--- src/rtl/fifo_arb_pkg.sv ---
// rtl/fifo_arb_pkg.sv - shared types and helpers for the fifo write-port arbiter
package fifo_arb_pkg;

   typedef enum logic {
      ST_IDLE  = 1'b0,
      ST_OWNED = 1'b1
   } arb_state_e;

   // Index width that stays legal for a single-entry vector.
   function automatic int idx_w(input int n);
      return (n > 1) ? $clog2(n) : 1;
   endfunction

endpackage

--- src/rtl/rr_priority_pick.sv ---
// rtl/rr_priority_pick.sv - rotating priority pick: first set bit after base, wrapping to base last
module rr_priority_pick
   import fifo_arb_pkg::*;
#(
   parameter  int N  = 4,
   localparam int IW = idx_w(N)
) (
   input  logic [N-1:0]  req_i,
   input  logic [IW-1:0] base_i,
   output logic          found_o,
   output logic [IW-1:0] idx_o
);

   int            c;
   logic [IW-1:0] ci;

   // Scan from the far end so the candidate closest to base+1 overwrites the rest.
   always_comb begin
      found_o = 1'b0;
      idx_o   = '0;
      c       = 0;
      ci      = '0;
      for (int k = N; k >= 1; k--) begin
         c  = (int'(base_i) + k) % N;
         ci = IW'(c);
         if (req_i[ci]) begin
            found_o = 1'b1;
            idx_o   = ci;
         end
      end
   end

endmodule

--- src/rtl/fifo_wr_arbiter.sv ---
// rtl/fifo_wr_arbiter.sv - round-robin arbiter with bounded bursts sharing one fifo write port
module fifo_wr_arbiter
   import fifo_arb_pkg::*;
#(
   parameter int N_REQ     = 4,
   parameter int WIDTH     = 8,
   parameter int MAX_BURST = 4
) (
   input  logic                   clk,
   input  logic                   rst_n,
   input  logic [N_REQ-1:0]       req,
   input  logic [N_REQ*WIDTH-1:0] din,
   output logic [N_REQ-1:0]       gnt,
   output logic                   fifo_wr_en,
   output logic [WIDTH-1:0]       fifo_din,
   input  logic                   fifo_full
);

   localparam int IW = idx_w(N_REQ);
   localparam int CW = $clog2(MAX_BURST + 1);

   arb_state_e    state_q, state_d;
   logic [IW-1:0] owner_q, owner_d;
   logic [IW-1:0] last_q, last_d;
   logic [CW-1:0] cnt_q, cnt_d;

   logic          owner_req;
   logic          owned_hold;
   logic [IW-1:0] base;
   logic          pick_found;
   logic [IW-1:0] pick_idx;
   logic [IW-1:0] sel;
   logic          acc;
   logic [CW-1:0] cnt_new;
   logic          burst_done;

   assign owner_req  = req[owner_q];
   assign owned_hold = (state_q == ST_OWNED) && owner_req;
   // A withdrawing owner rotates from itself so its neighbour wins in the same cycle.
   assign base       = (state_q == ST_OWNED && !owner_req) ? owner_q : last_q;

   rr_priority_pick #(.N(N_REQ)) u_pick (
      .req_i   (req),
      .base_i  (base),
      .found_o (pick_found),
      .idx_o   (pick_idx)
   );

   assign sel        = owned_hold ? owner_q : pick_idx;
   assign acc        = pick_found && !fifo_full;
   assign fifo_wr_en = acc;
   assign fifo_din   = din[int'(sel)*WIDTH +: WIDTH];

   always_comb begin
      gnt = '0;
      if (acc) gnt[sel] = 1'b1;
   end

   assign cnt_new    = owned_hold ? cnt_q + CW'(1) : CW'(1);
   assign burst_done = (int'(cnt_new) == MAX_BURST);

   always_comb begin
      state_d = state_q;
      owner_d = owner_q;
      last_d  = last_q;
      cnt_d   = cnt_q;
      if (acc) begin
         if (burst_done) begin
            state_d = ST_IDLE;
            last_d  = sel;
            cnt_d   = '0;
         end else begin
            state_d = ST_OWNED;
            owner_d = sel;
            cnt_d   = cnt_new;
         end
      end else if (state_q == ST_OWNED && !owner_req) begin
         state_d = ST_IDLE;
         last_d  = owner_q;
         cnt_d   = '0;
      end
   end

   always_ff @(posedge clk or negedge rst_n) begin
      if (!rst_n) begin
         state_q <= ST_IDLE;
         owner_q <= '0;
         last_q  <= IW'(N_REQ - 1);
         cnt_q   <= '0;
      end else begin
         state_q <= state_d;
         owner_q <= owner_d;
         last_q  <= last_d;
         cnt_q   <= cnt_d;
      end
   end

endmodule
--- config.mk ---
export PLATFORM = sky130hd
export DESIGN_NAME = fifo_wr_arbiter
export DESIGN_NICKNAME = d
export VERILOG_FILES = /design/src/rtl/fifo_arb_pkg.sv /design/src/rtl/rr_priority_pick.sv /design/src/rtl/fifo_wr_arbiter.sv
export SDC_FILE = /design/constraint.sdc
export NUM_CORES = 1
export LEC_CHECK = 0
export ABC_CLOCK_PERIOD_IN_PS = 5700
export CAP_MARGIN = 20
export CORE_AREA = 2 2 65 67
export CTS_CLUSTER_DIAMETER = 30
export CTS_CLUSTER_SIZE = 12
export DETAILED_ROUTE_END_ITERATION = 7
export DIE_AREA = 0 0 67 69
export GPL_ROUTABILITY_DRIVEN = 0
export PLACE_DENSITY = 0.58
export SYNTH_ARGS = -nofsm -noshare
export SYNTH_HDL_FRONTEND = slang
export SYNTH_HIERARCHICAL = 1
export SYNTH_SLANG_ARGS = --single-unit
--- constraint.sdc ---
create_clock -name clk -period 5.7 [get_ports clk]
set_clock_uncertainty 0.05 [all_clocks]
set_input_delay 1.425 -clock clk [delete_from_list [all_inputs] [get_ports clk]]
set_output_delay 1.425 -clock clk [all_outputs]
set_load 0.05 [all_outputs]
==> results of run 1 <==
power breakdown:
part / switching [uW] / internal (uW) / total, uW
registers: 33.0 / 84.0 / 117
logic: 407 / 345 / 752
clock network: 24.2 / 48.6 / 72.8
total: 464 / 477 / 941
cell usage in the layout (no fill, tap or decap), types with 2 or more instances in the layout:
| cell | n |
|---|---|
| sky130_fd_sc_hd__buf_6 | 4 |
| sky130_fd_sc_hd__nand2b_1 | 5 |
| sky130_fd_sc_hd__mux4_1 | 3 |
| sky130_fd_sc_hd__mux2i_1 | 4 |
| sky130_fd_sc_hd__buf_4 | 16 |
| sky130_fd_sc_hd__dfstp_2 | 2 |
| sky130_fd_sc_hd__nand3_1 | 2 |
| sky130_fd_sc_hd__nand2_1 | 8 |
| sky130_fd_sc_hd__a21oi_1 | 7 |
| sky130_fd_sc_hd__buf_12 | 4 |
| sky130_fd_sc_hd__clkdlybuf4s50_1 | 39 |
| sky130_fd_sc_hd__nor2_4 | 3 |
| sky130_fd_sc_hd__clkbuf_8 | 3 |
| sky130_fd_sc_hd__mux2_2 | 2 |
| sky130_fd_sc_hd__dfrtp_1 | 6 |
| sky130_fd_sc_hd__o21ai_0 | 3 |
| sky130_fd_sc_hd__mux4_2 | 6 |
| sky130_fd_sc_hd__nor3_1 | 2 |
| sky130_fd_sc_hd__nor2b_1 | 3 |
| sky130_fd_sc_hd__nor2_1 | 4 |
| sky130_fd_sc_hd__inv_1 | 3 |
critical path, cell delays in order:
cell and delay, ns:
sky130_fd_sc_hd__clkdlybuf4s50_1 0.42, sky130_fd_sc_hd__mux4_2 0.52, sky130_fd_sc_hd__nor2_4 0.12, sky130_fd_sc_hd__mux2_4 0.32, sky130_fd_sc_hd__nand2b_1 0.07, sky130_fd_sc_hd__a21oi_1 0.08
sky130_fd_sc_hd__nand2_1 0.12, sky130_fd_sc_hd__o21ai_4 0.09, sky130_fd_sc_hd__nor2_4 0.22, sky130_fd_sc_hd__mux4_2 0.56, sky130_fd_sc_hd__buf_6 0.17
area by class of cell:
type                    instances  area share
multi-input cells              73       0.417
repair buffers                 64       0.390
flip-flops and latches          8       0.122
well taps                      50      0.0375
clock buffers                   4      0.0270
inverters                       3     0.00676
sequential cells by signal, indices dropped and copies added (netlist names):
name	count
cnt_q	3
last_q	2
owner_q	2
state_q	1
routing by layer:
metal,part of all wire,up-vias,routed length (um)
li1,-,471,-
met2,0.46,49,1290
met1,0.41,453,1140
met3,0.12,2,345
met4,0.010,0,29
met5,0,-,0
cells by family (layout without fill, tap and decap cells):
family / Yosys count / count (layout) / synth area share
adders and majority gates: 1 / 1 / 0.0136
buffers and inverters: 8 / 71 / 0.0503
muxes: 17 / 17 / 0.348
and+or+nand+nor: 32 / 33 / 0.197
DFF: 8 / 8 / 0.220
AOI/OAI and AO/OA: 21 / 21 / 0.161
xor gates and xnor gates: 1 / 1 / 0.00953
repair_timing:
action / 4_1_cts / 5_1_grt
buffers inserted: 0 / 2
hold buffers: 0 / 0
pin swaps: 1 / 2
resized for setup: 4 / 15
gates cloned: 1 / 0
setup endpoints to repair: 8 / 9
worst max path at each step:
stage                 from           to  slack (ns)
floorplan           req[3]       gnt[3]        0.03
global placement    req[2]  fifo_din[3]      -0.008
detailed placement  req[3]  fifo_din[4]       -0.03
CTS                 req[3]  fifo_din[3]        0.01
global route        req[1]  fifo_din[6]       -0.04
finish              req[3]  fifo_din[3]        0.11
metrics by stage:
stage / total power [uW] / instances / utilization / hold slack (ns) / setup TNS (ns)
floorplan: 574 / 88 / - / 0.466 / 0
global placement: 778 / 195 / 0.399 / 0.480 / -0.0202
detailed placement: 784 / 195 / 0.399 / 0.497 / -0.139
CTS: 889 / 200 / 0.416 / 0.504 / 0
global route: 997 / 202 / 0.426 / 0.521 / -0.155
finish: 941 / 202 / 0.426 / 0.507 / 0
==> results, run 1 <==
- After global routing the overflow that remains totals 0.
- The instance area at placement is 1560 um2.
- The static power due to leakage is 0.000695 uW.
- The final layout contains 193 nets.
- Relative to the synthesized area, the layout overhead comes to 81.2%.
- The detailed-route wire length is 2810 um.
- The worst setup path is of the in2out kind.
- The final hold violation count was 0.
- For met3 alone, demand over resource in global routing was 0.0750.
- By count the netlist is led by 8 x sky130_fd_sc_hd__mux4_1, 8 x sky130_fd_sc_hd__nand2_1, 7 x sky130_fd_sc_hd__a21oi_1.
- The wire length of the first global-routing pass is 4490 um.
- Port buffering added 51 buffers.
- Yosys printed 6 warnings.
- In this run, synthesis inferred 0 flip-flops with an integrated enable.
- The least setup slack across all paths after layout is 0.108 ns.
- The detailed-routing iteration count for the pre-antenna-repair pass is 4.
- The number of inserted diodes is 0.
- The number of maximum-capacitance violations is 0.
- The post-detailed-route wirelength per cell is 13.9 um.
- The met2 track demand over resource is 0.198.
- The post-route standard cell area excluding fillers is 1670 um2.
- The proportion of synthesized flip-flops having asynchronous set or reset is 1.00.
- The highest clock rate is 179 MHz.
- Summing all multi-input logic gate instances after layout gives 694 um2.
- Dividing the final minimum period by the clock period gives 0.981.
- At the later pin of the worst-skew pair, clock insertion delay measures 0.23 ns.
- At the worst endpoint, the arrival time is 4.12 ns.
- After detailed routing, the number of vias per cell comes to 4.83.
- The clock period could shrink to 5.59 ns.
- The netlist area before placement is 920 um2.
- The number of nets in the synthesized netlist is 128.
- Setup violations remaining at the end of the flow were counted as 0.
- The longest clock path from root to sink contains 2 buffers.
- The die width is 67 um.
- The endpoint identified for the worst register-to-register timing path is owner_q[1].
- Dividing the synthesized area by the synthesized cell count gives 10.5 um2.
- The DRC violation total after the first TritonRoute iteration is 16.
- Yosys attributes the largest share of cell area to sky130_fd_sc_hd__mux4_1 23%, sky130_fd_sc_hd__dfrtp_1 16%, sky130_fd_sc_hd__dfstp_2 5.7%.
- The count of mapped cells out of synthesis is 88.
- In the global route stage, overall resource usage came out at 0.130.
- The depth of the worst hold-timing path is 2.
- VDD sags by at most 372 uV.
- The flow ran to the end, and the final reports show no timing, DRC or antenna violations.
- Yosys mapped the design onto 38 distinct sky130hd cell types.
- The share of synthesized area occupied by flip-flops and latches is 0.220.
- The flip-flop and latch count after synthesis is 8.
- The most instantiated flip-flop cell in the synthesis netlist is sky130_fd_sc_hd__dfrtp_1.
- The type of the worst min-delay path is reg2reg.
- The worst-margin pin slew is 0.501 ns.
- The number of remaining DRC errors is 0.
- TritonCTS built the clock tree.
- The via count is about 1000.
- The data required time of the worst path is about 4.2 ns.
- The flop-to-flop setup slack is approximately 3.2 ns.
- The final max-slew violation count is 0.
- The count of pins on the block boundary is 52.
- Of all cell types, the one taking the most synthesized area is sky130_fd_sc_hd__mux4_1.
- In this run the critical register-to-register path is launched from owner_q[0].
- The number of global-route vias before repair was 996.
- The pre-CTS setup slack is -0.0267 ns.
- The tree is rooted in a sky130_fd_sc_hd__clkbuf_8.
- The initialized floorplan defines 23 standard-cell rows.
- The vertical die dimension is 69 um.
- The fraction of synthesized cell area taken by the top area cell type is 0.229.
- The total core area is 3910 um2.
- After clock tree synthesis, the clock-pin slew on the worst setup and hold paths is 0.05 ns.
- Of all nets on the critical path, the largest fanout is 5.
- The starting density of the core is 0.235.
- Dividing total power by cell area gives a power density of 565 nW/um2.
- For met1 alone, demand over resource in global routing was 0.141.
- The full die area is 4620 um2.
- The area used by sequential logic in the layout is between 200 and 250 um2.
- STA classifies the critical path startpoint as a primary input.
- For hold timing, the worst endpoint is cnt_q[1].
- The number of antenna violations at the first check in global routing came to 0.
- The remaining antenna violation count is 0.
- The nature of the critical path endpoint is an output pin.
- The global-route layer with the greatest usage is met2.
- The maximum number of pins on one net before global-route repair is 14.
- The share of post-route cells with drive strength above 1 is 0.342.
- The startpoint identified for the worst hold timing path is cnt_q[1].
- Once detailed placement completed, the half-perimeter wirelength came to 2120 um.
- In this run the number of H-tree levels came out at 1.
- Fill cells in the final layout number 389.
- The worst reg-to-reg path cell count is 10.
- The number of buffers created by CTS is 3.
- CTS saw 8 sinks.
- The worst-case headroom to the max-slew limit is 0.665.
Power figures use the tool's default switching activity.
==> run 2, diff against run 1 <==
--- a/config.mk
+++ b/config.mk
@@ -5,7 +5,6 @@
 export SDC_FILE = /design/constraint.sdc
 export NUM_CORES = 1
 export LEC_CHECK = 0
-export ABC_CLOCK_PERIOD_IN_PS = 5700
 export CAP_MARGIN = 20
 export CORE_AREA = 2 2 65 67
 export CTS_CLUSTER_DIAMETER = 30
@@ -14,6 +13,8 @@
 export DIE_AREA = 0 0 67 69
 export GPL_ROUTABILITY_DRIVEN = 0
 export PLACE_DENSITY = 0.58
+export SETUP_SLACK_MARGIN = 0.1
+export SLEW_MARGIN = 20
 export SYNTH_ARGS = -nofsm -noshare
 export SYNTH_HDL_FRONTEND = slang
 export SYNTH_HIERARCHICAL = 1
==> results, run 2 (same netlist as run 1, synthesis figures left out) <==
- The run finished with clean final reports.
- The cell chosen for the clock root is sky130_fd_sc_hd__clkbuf_8.
- The level count of the clock H-tree is 1.
- The clock passes through at most 2 buffers.
- The total design power is 1000 uW.
- The number of I/O port buffers is slightly above 50.
- In the routed layout, each cell is associated on average with a via count of 4.85.
- The first global-routing pass estimated 4680 um of wire.
- The pre-antenna-repair detailed-routing pass consisted of 4 iterations.
- The flip-flop count of the largest register, all copies and words added is 3.
- Ranked by flip-flop count, first place goes to cnt_q.
- The type of the worst min-delay path is reg2reg.
- The signal on the critical path passes through dlygate4sd2_1 > mux4_2 > nor2_4 > mux2_4 > inv_1 > a31oi_1 > a21oi_2 > o21a_1 > nor2_4 > buf_12 > mux4_2 > buf_8.
- The top cell types in the final layout, fill and taps aside, are 35 x sky130_fd_sc_hd__clkdlybuf4s50_1, 13 x sky130_fd_sc_hd__buf_4, 9 x sky130_fd_sc_hd__mux4_2.
- The critical path is of the in2out type.
- The die is just under 70 um tall.
- Setup repair after global routing left no endpoint under its margin.
- The worst hold path begins at cnt_q[1].
- During I/O placement, the number of pins put on the boundary was 52.
- At the pin with the least slew margin, the transition time is 0.502 ns.
- The internal power of the cells totals 530 uW.
- The clock-pin transition on the worst setup and hold timing paths is 0.04 ns.
- The die covers 4620 um2.
- The startpoint class of the critical path is a primary input.
- The share of total power dissipated in the clock network is 0.070.
- The DRC violation total after the first TritonRoute iteration is 17.
- The maximum fanout count along the critical path is 5.
- STA classifies the critical path endpoint as an output pin.
- Dividing the final minimum period by the clock period gives 0.965.
- For this run, the slowest stage of the critical path takes 0.52 ns.
- The clock insertion delay at the later pin of the skew report is about 0.23 ns.
- The worst pin sits at a relative slew slack of 0.658.
- STA puts the critical path data arrival time at 4.02 ns.
- The worst-case IR drop observed on VDD is roughly 330 uV.
- The number of antenna violations at the first check in global routing is 0.
- The combinational group share of total power is 0.816.
- The final standard cell utilization of the core is 0.436.
- The net switching power of the design is 472 uW.
- For this run, design rule violations remaining after detail routing come to 0.
- On the final layout, the worst hold slack is 0.497 ns.
- The final hold violation count came to 0.
- The final max-slew violation count was 0.
- Of the total power, the share spent switching nets is 0.471.
- The aggregate global routing overflow is 0.
- The commonest non-fill, non-tap cell in the layout is sky130_fd_sc_hd__clkdlybuf4s50_1.
- The buffering stage count on the worst path with inverters included is 4.
- The number of clock buffers added by TritonCTS is 3.
- The clock drives 8 sinks.
- The core region is between 3000 and 4000 um2.
- The initial utilization of the core area, before any placement, comes to 0.235.
- The sequential cell fraction of total power is 0.114.
- Counting I/O delays and the setup requirement, the final critical path takes about 5.5 ns.
- The number of inserted diodes is 0.
- Across all layers, the routed design uses 984 vias.
- The critical path's slowest cell is sky130_fd_sc_hd__mux4_2.
- After detailed routing, the total wire length is 2830 um.
- The startpoint of the worst-slack reg-to-reg timing path is owner_q[0].
- For this design the ratio of total power to cell area is 588 nW/um2.
- The number of nets in the layout is 194.
- The highest clock rate is ~180 MHz.
- The data required time of the worst path is 4.22 ns.
- The layout-stage area growth over the synthesis result is 85.4%.
- After detailed routing, the average wire length per cell comes to 14.0 um.
- The source of the critical timing path is req[3].
- The die is 67 um wide.
- Max-cap violations in this run came to 0.
- Once detail routing completed, the nets flagged for antenna violations numbered 0.
- The number of global-route vias before repair is roughly 1000.
- The number of rows created at floorplan is 23.
- Summed over all cells, the static leakage comes to 0.000713 uW.
- The maximum number of pins on one net before global-route repair is 13.
- The share of post-route cells with drive strength above 1 is 0.373.
- Setup violations remaining at the end of the flow were counted as 0.
- The global-route usage over all layers is 0.136.
- The family with the most delay on the worst path is multiplexers.
- The largest registers in the layout are cnt_q (3), last_q (2), owner_q (2).
- The detailed-placement wirelength estimate is 2210 um.
- The clock tree from TritonCTS is done.
-- run 2: cell types whose count changed in the layout (fill, tap and decap cells not counted), moves of 2 or more --
cell | previous run | this run
sky130_fd_sc_hd__buf_8 | 1 | 3
sky130_fd_sc_hd__mux4_1 | 3 | 0
sky130_fd_sc_hd__dlygate4sd2_1 | 0 | 4
sky130_fd_sc_hd__buf_4 | 16 | 13
sky130_fd_sc_hd__clkdlybuf4s50_1 | 39 | 35
sky130_fd_sc_hd__mux4_2 | 6 | 9
-- run 2: power by group through the flow --
| stage | Sequential (uW) | Combinational [uW] | Clock [uW] |
|---|---|---|---|
| final | 114 | 818 | 70.4 |
| after global routing | 120 | 870 | 77.3 |
| after CTS | 113 | 815 | 72.4 |
| after detailed placement | 113 | 676 | 0 |
| after global placement | 114 | 668 | 0 |
| after floorplan | 96.9 | 480 | 0 |
-- run 2: stage by stage --
step                      instances  TNS [ns]  cell area (um2)  setup WS [ns]
after floorplan                  88         0              925          0.301
after global routing            203         0             1710          0.111
final                           203         0             1710          0.201
after CTS                       202         0             1690          0.137
after detailed placement        196    -0.624             1570        -0.0933
after global placement          196  -0.00257             1570       -0.00186
-- run 2: repair_timing --
item	CTS	global route
pin swaps	3	5
hold buffers	0	0
resized for setup	26	4
gates cloned	1	0
endpoints found under the setup margin	10	6
setup buffers	1	1
-- run 2: final cells by class --
cell class	count	area [um2]
timing repair buffer	66	712
tap	50	62.6
clock buffer	4	45.0
fill	384	2210
inverter	3	11.3
sequential	8	203
multi-input combinational	72	672
-- run 2: routing by layer --
layer	vias up	track usage	share of wire
met4	0	0.0567	0.013
li1	463	-	-
met2	55	0.217	0.50
met3	4	0.0734	0.11
met5	-	0	0
met1	462	0.147	0.38
-- run 2: tightest hold or removal path, delay by kind of cell (launching register included) --
| kind | cells | cell delay (ns) |
|---|---|---|
| AOI/OAI and AO/OA | 1 | 0.07 |
| DFF | 1 | 0.37 |
| and+or+nand+nor | 1 | 0.06 |
-- run 2: worst paths after layout --
check                           slack, ns          end  cells after the start
worst max-delay path                 0.20  fifo_din[0]                     12
worst min-delay path                 0.50     cnt_q[1]                      2
worst max register to register       3.23   owner_q[1]                     10
worst min register to register       0.50     cnt_q[1]                      2
max in group asynchronous            3.86    last_q[1]                      1
min in group asynchronous            1.43      state_q                      1
==> run 3, diff against run 2 <==
--- a/config.mk
+++ b/config.mk
@@ -12,7 +12,7 @@
 export DETAILED_ROUTE_END_ITERATION = 7
 export DIE_AREA = 0 0 67 69
 export GPL_ROUTABILITY_DRIVEN = 0
-export PLACE_DENSITY = 0.58
+export PLACE_DENSITY_LB_ADDON = 0.1
 export SETUP_SLACK_MARGIN = 0.1
 export SLEW_MARGIN = 20
 export SYNTH_ARGS = -nofsm -noshare
==> results, run 3 (same netlist as run 1, synthesis figures left out) <==
- The clock-pin transition on the worst setup and hold timing paths is 0.04 ns.
- The number of sinks driven by the clock tree is 8.
- In this run the number of H-tree levels came out at 1.
- The register ranked first by flip-flop count is cnt_q.
- The floorplan step set the die height to 69 um.
- The worst setup path is of the in2out kind.
- After detailed placement, the total cell area comes to 1580 um2.
- In this run the worst path has a maximum fanout of 5.
- The post-route standard cell area excluding fillers is 1670 um2.
- The count of buffers added on input and output ports is 51.
- The detailed-route wire length is 2820 um.
- The post-detailed-route wirelength per cell is 13.9 um.
- Hold timing on the final database bottoms out at a slack of 0.504 ns.
- The worst register-to-register path has a setup slack of 3.12 ns.
- Entering global routing, the biggest net connects 13 pins.
- The register with the most flip-flops in the layout has 3 of them.
- The startpoint class of the critical path is a primary input.
- The share of post-route cells with drive strength above 1 is 0.353.
- The final route contains 966 vias.
- The depth of the worst hold-timing path is 2.
- The detail route stage leaves a number of antenna-violating nets equal to 0.
- The path with the worst hold slack has its endpoint at cnt_q[1].
- The number of global-route vias before repair is 1061.
- No sink is reached through more buffers than the 2 on the longest clock path.
- The launch point of the worst hold path is cnt_q[1].
- The final max-slew violation count is 0.
- The worst-margin pin slew is between 0.4 and 0.5 ns.
- Measured on the finished design, the core utilization comes to 0.428.
- The commonest non-fill, non-tap cell in the layout is sky130_fd_sc_hd__clkdlybuf4s50_1.
- For the worst-skew pair, the clock arrives at the later sink with an insertion delay of 0.23 ns.
- After filler insertion, the fill cell instance count of the layout stands at a little over 400.
- Clock tree synthesis inserted a total of 3 buffers.
- 0 antenna diodes ended up in the layout.
- The worst flop-to-flop path endpoint is owner_q[1].
- The data required time of the worst path is ~4.2 ns.
- The nature of the critical path endpoint is an output pin.
- The number of antenna violations at the first check in global routing is 0.
- The analysis attributes to cell leakage a power of 0.000706 uW.
- Setup repair after global routing left no endpoint under its margin.
- The wire length of the first global-routing pass is 4890 um.
- The aggregate global routing overflow is 0.
- The core region is 3910 um2.
- The number of failing setup endpoints in the final timing report is 0.
- The cell chosen for the clock root is sky130_fd_sc_hd__clkbuf_8.
- The data arrival time of the worst path is 4.00 ns.
- The tool flagged a number of max-cap violations equal to 0.
- The initialized floorplan defines 23 standard-cell rows.
- The number of remaining DRC errors is 0.
- The run finished with clean final reports.
- The share of the cycle needed by the critical path after routing is 0.960.
- 52 I/O pins were placed.
- The number of nets in the layout is 194.
- The quantity of hold-fixing buffers added after cts is 0.
- The number of vias per cell after detailed routing is 4.76.
- The library cells used most frequently in the layout, excluding fill and tap cells, are 35 x sky130_fd_sc_hd__clkdlybuf4s50_1, 17 x sky130_fd_sc_hd__buf_4, 8 x sky130_fd_sc_hd__nand2_1.
- The final hold violation count was 0.
- The worst-case headroom to the max-slew limit is 0.668.
- The detailed-placement wirelength estimate is 2170 um.
- The clock period minus worst slack is 5.47 ns.
- The power density over the cells is about 560 nW/um2.
- In the final layout, the registers with the most flip-flops are cnt_q (3), last_q (2), owner_q (2).
- The die is 67 um wide.
- TritonCTS built the clock tree.
- The die covers roughly 4600 um2.
- The detailed-routing iteration count for the pre-antenna-repair pass is 4.
- The detailed router finished its first iteration with 37 violations.
- The highest clock rate is between 150 and 200 MHz.
- The global-route usage over all layers is 0.135.
- The worst ir drop on vdd is ~290 uV.
- The startpoint of the worst-slack reg-to-reg timing path is owner_q[0].
- The initial utilization of the core area, before any placement, comes to 0.235.
- The worst reg-to-reg path cell count is 10.
- Relative to the synthesized area, the layout overhead comes to 82.0%.
- The worst hold path belongs to the class reg2reg.
run 3: worst max-delay path, stage by stage:
cell	delay, ns
sky130_fd_sc_hd__dlygate4sd2_1	0.25
sky130_fd_sc_hd__mux4_2	0.53
sky130_fd_sc_hd__nor2_4	0.15
sky130_fd_sc_hd__mux2_4	0.32
sky130_fd_sc_hd__nand2b_1	0.07
sky130_fd_sc_hd__a21oi_1	0.08
sky130_fd_sc_hd__nand2_1	0.12
sky130_fd_sc_hd__o21ai_4	0.09
sky130_fd_sc_hd__nor2_4	0.17
sky130_fd_sc_hd__mux4_1	0.57
sky130_fd_sc_hd__buf_4	0.21
run 3: final cells by class:
type | instances | area [um2] | area share
Clock buffer | 4 | 45.0 | 0.0269
Inverter | 3 | 11.3 | 0.00673
Multi-Input combinational cell | 73 | 699 | 0.418
Sequential cell | 8 | 203 | 0.121
Tap cell | 50 | 62.6 | 0.0374
Timing Repair Buffer | 65 | 653 | 0.390
run 3: routing by layer:
| layer | up-vias | track usage | routed length (um) |
|---|---|---|---|
| met5 | - | 0 | 0 |
| met4 | 0 | 0.0385 | 29 |
| met3 | 3 | 0.0408 | 230 |
| met2 | 51 | 0.227 | 1420 |
| met1 | 444 | 0.162 | 1140 |
| li1 | 468 | - | - |
run 3: report_power, final:
part / switching (uW) / internal [uW]
Clock: 23.6 / 48.6
Sequential: 32.6 / 83.9
Combinational: 404 / 336
Total: 461 / 469
run 3: stage by stage:
| step | std cells | setup slack (ns) | total power, uW | TNS, ns |
|---|---|---|---|---|
| 2_1_floorplan | 88 | 0.301 | 577 | 0 |
| 3_3_place_gp | 197 | -0.0399 | 783 | -0.285 |
| 3_5_place_dp | 197 | -0.135 | 790 | -0.933 |
| 4_1_cts | 203 | 0.199 | 938 | 0 |
| 5_1_grt | 203 | 0.101 | 988 | 0 |
| 6_report | 203 | 0.226 | 929 | 0 |
run 3: repair_timing:
item,in CTS,in global routing
resized for setup,22,1
setup buffers,1,0
pin swaps,3,1
gates cloned,1,0
endpoints found under the hold margin,0,0
setup endpoints to repair,11,8
run 3: worst max path at each step:
stage | end | slack (ns) | startpoint
after floorplan | fifo_din[0] | 0.30 | req[3]
after global placement | fifo_din[0] | -0.04 | req[3]
after detailed placement | fifo_din[1] | -0.14 | req[3]
after CTS | fifo_din[1] | 0.20 | req[3]
after global routing | fifo_din[1] | 0.10 | req[3]
final | fifo_din[5] | 0.23 | req[3]
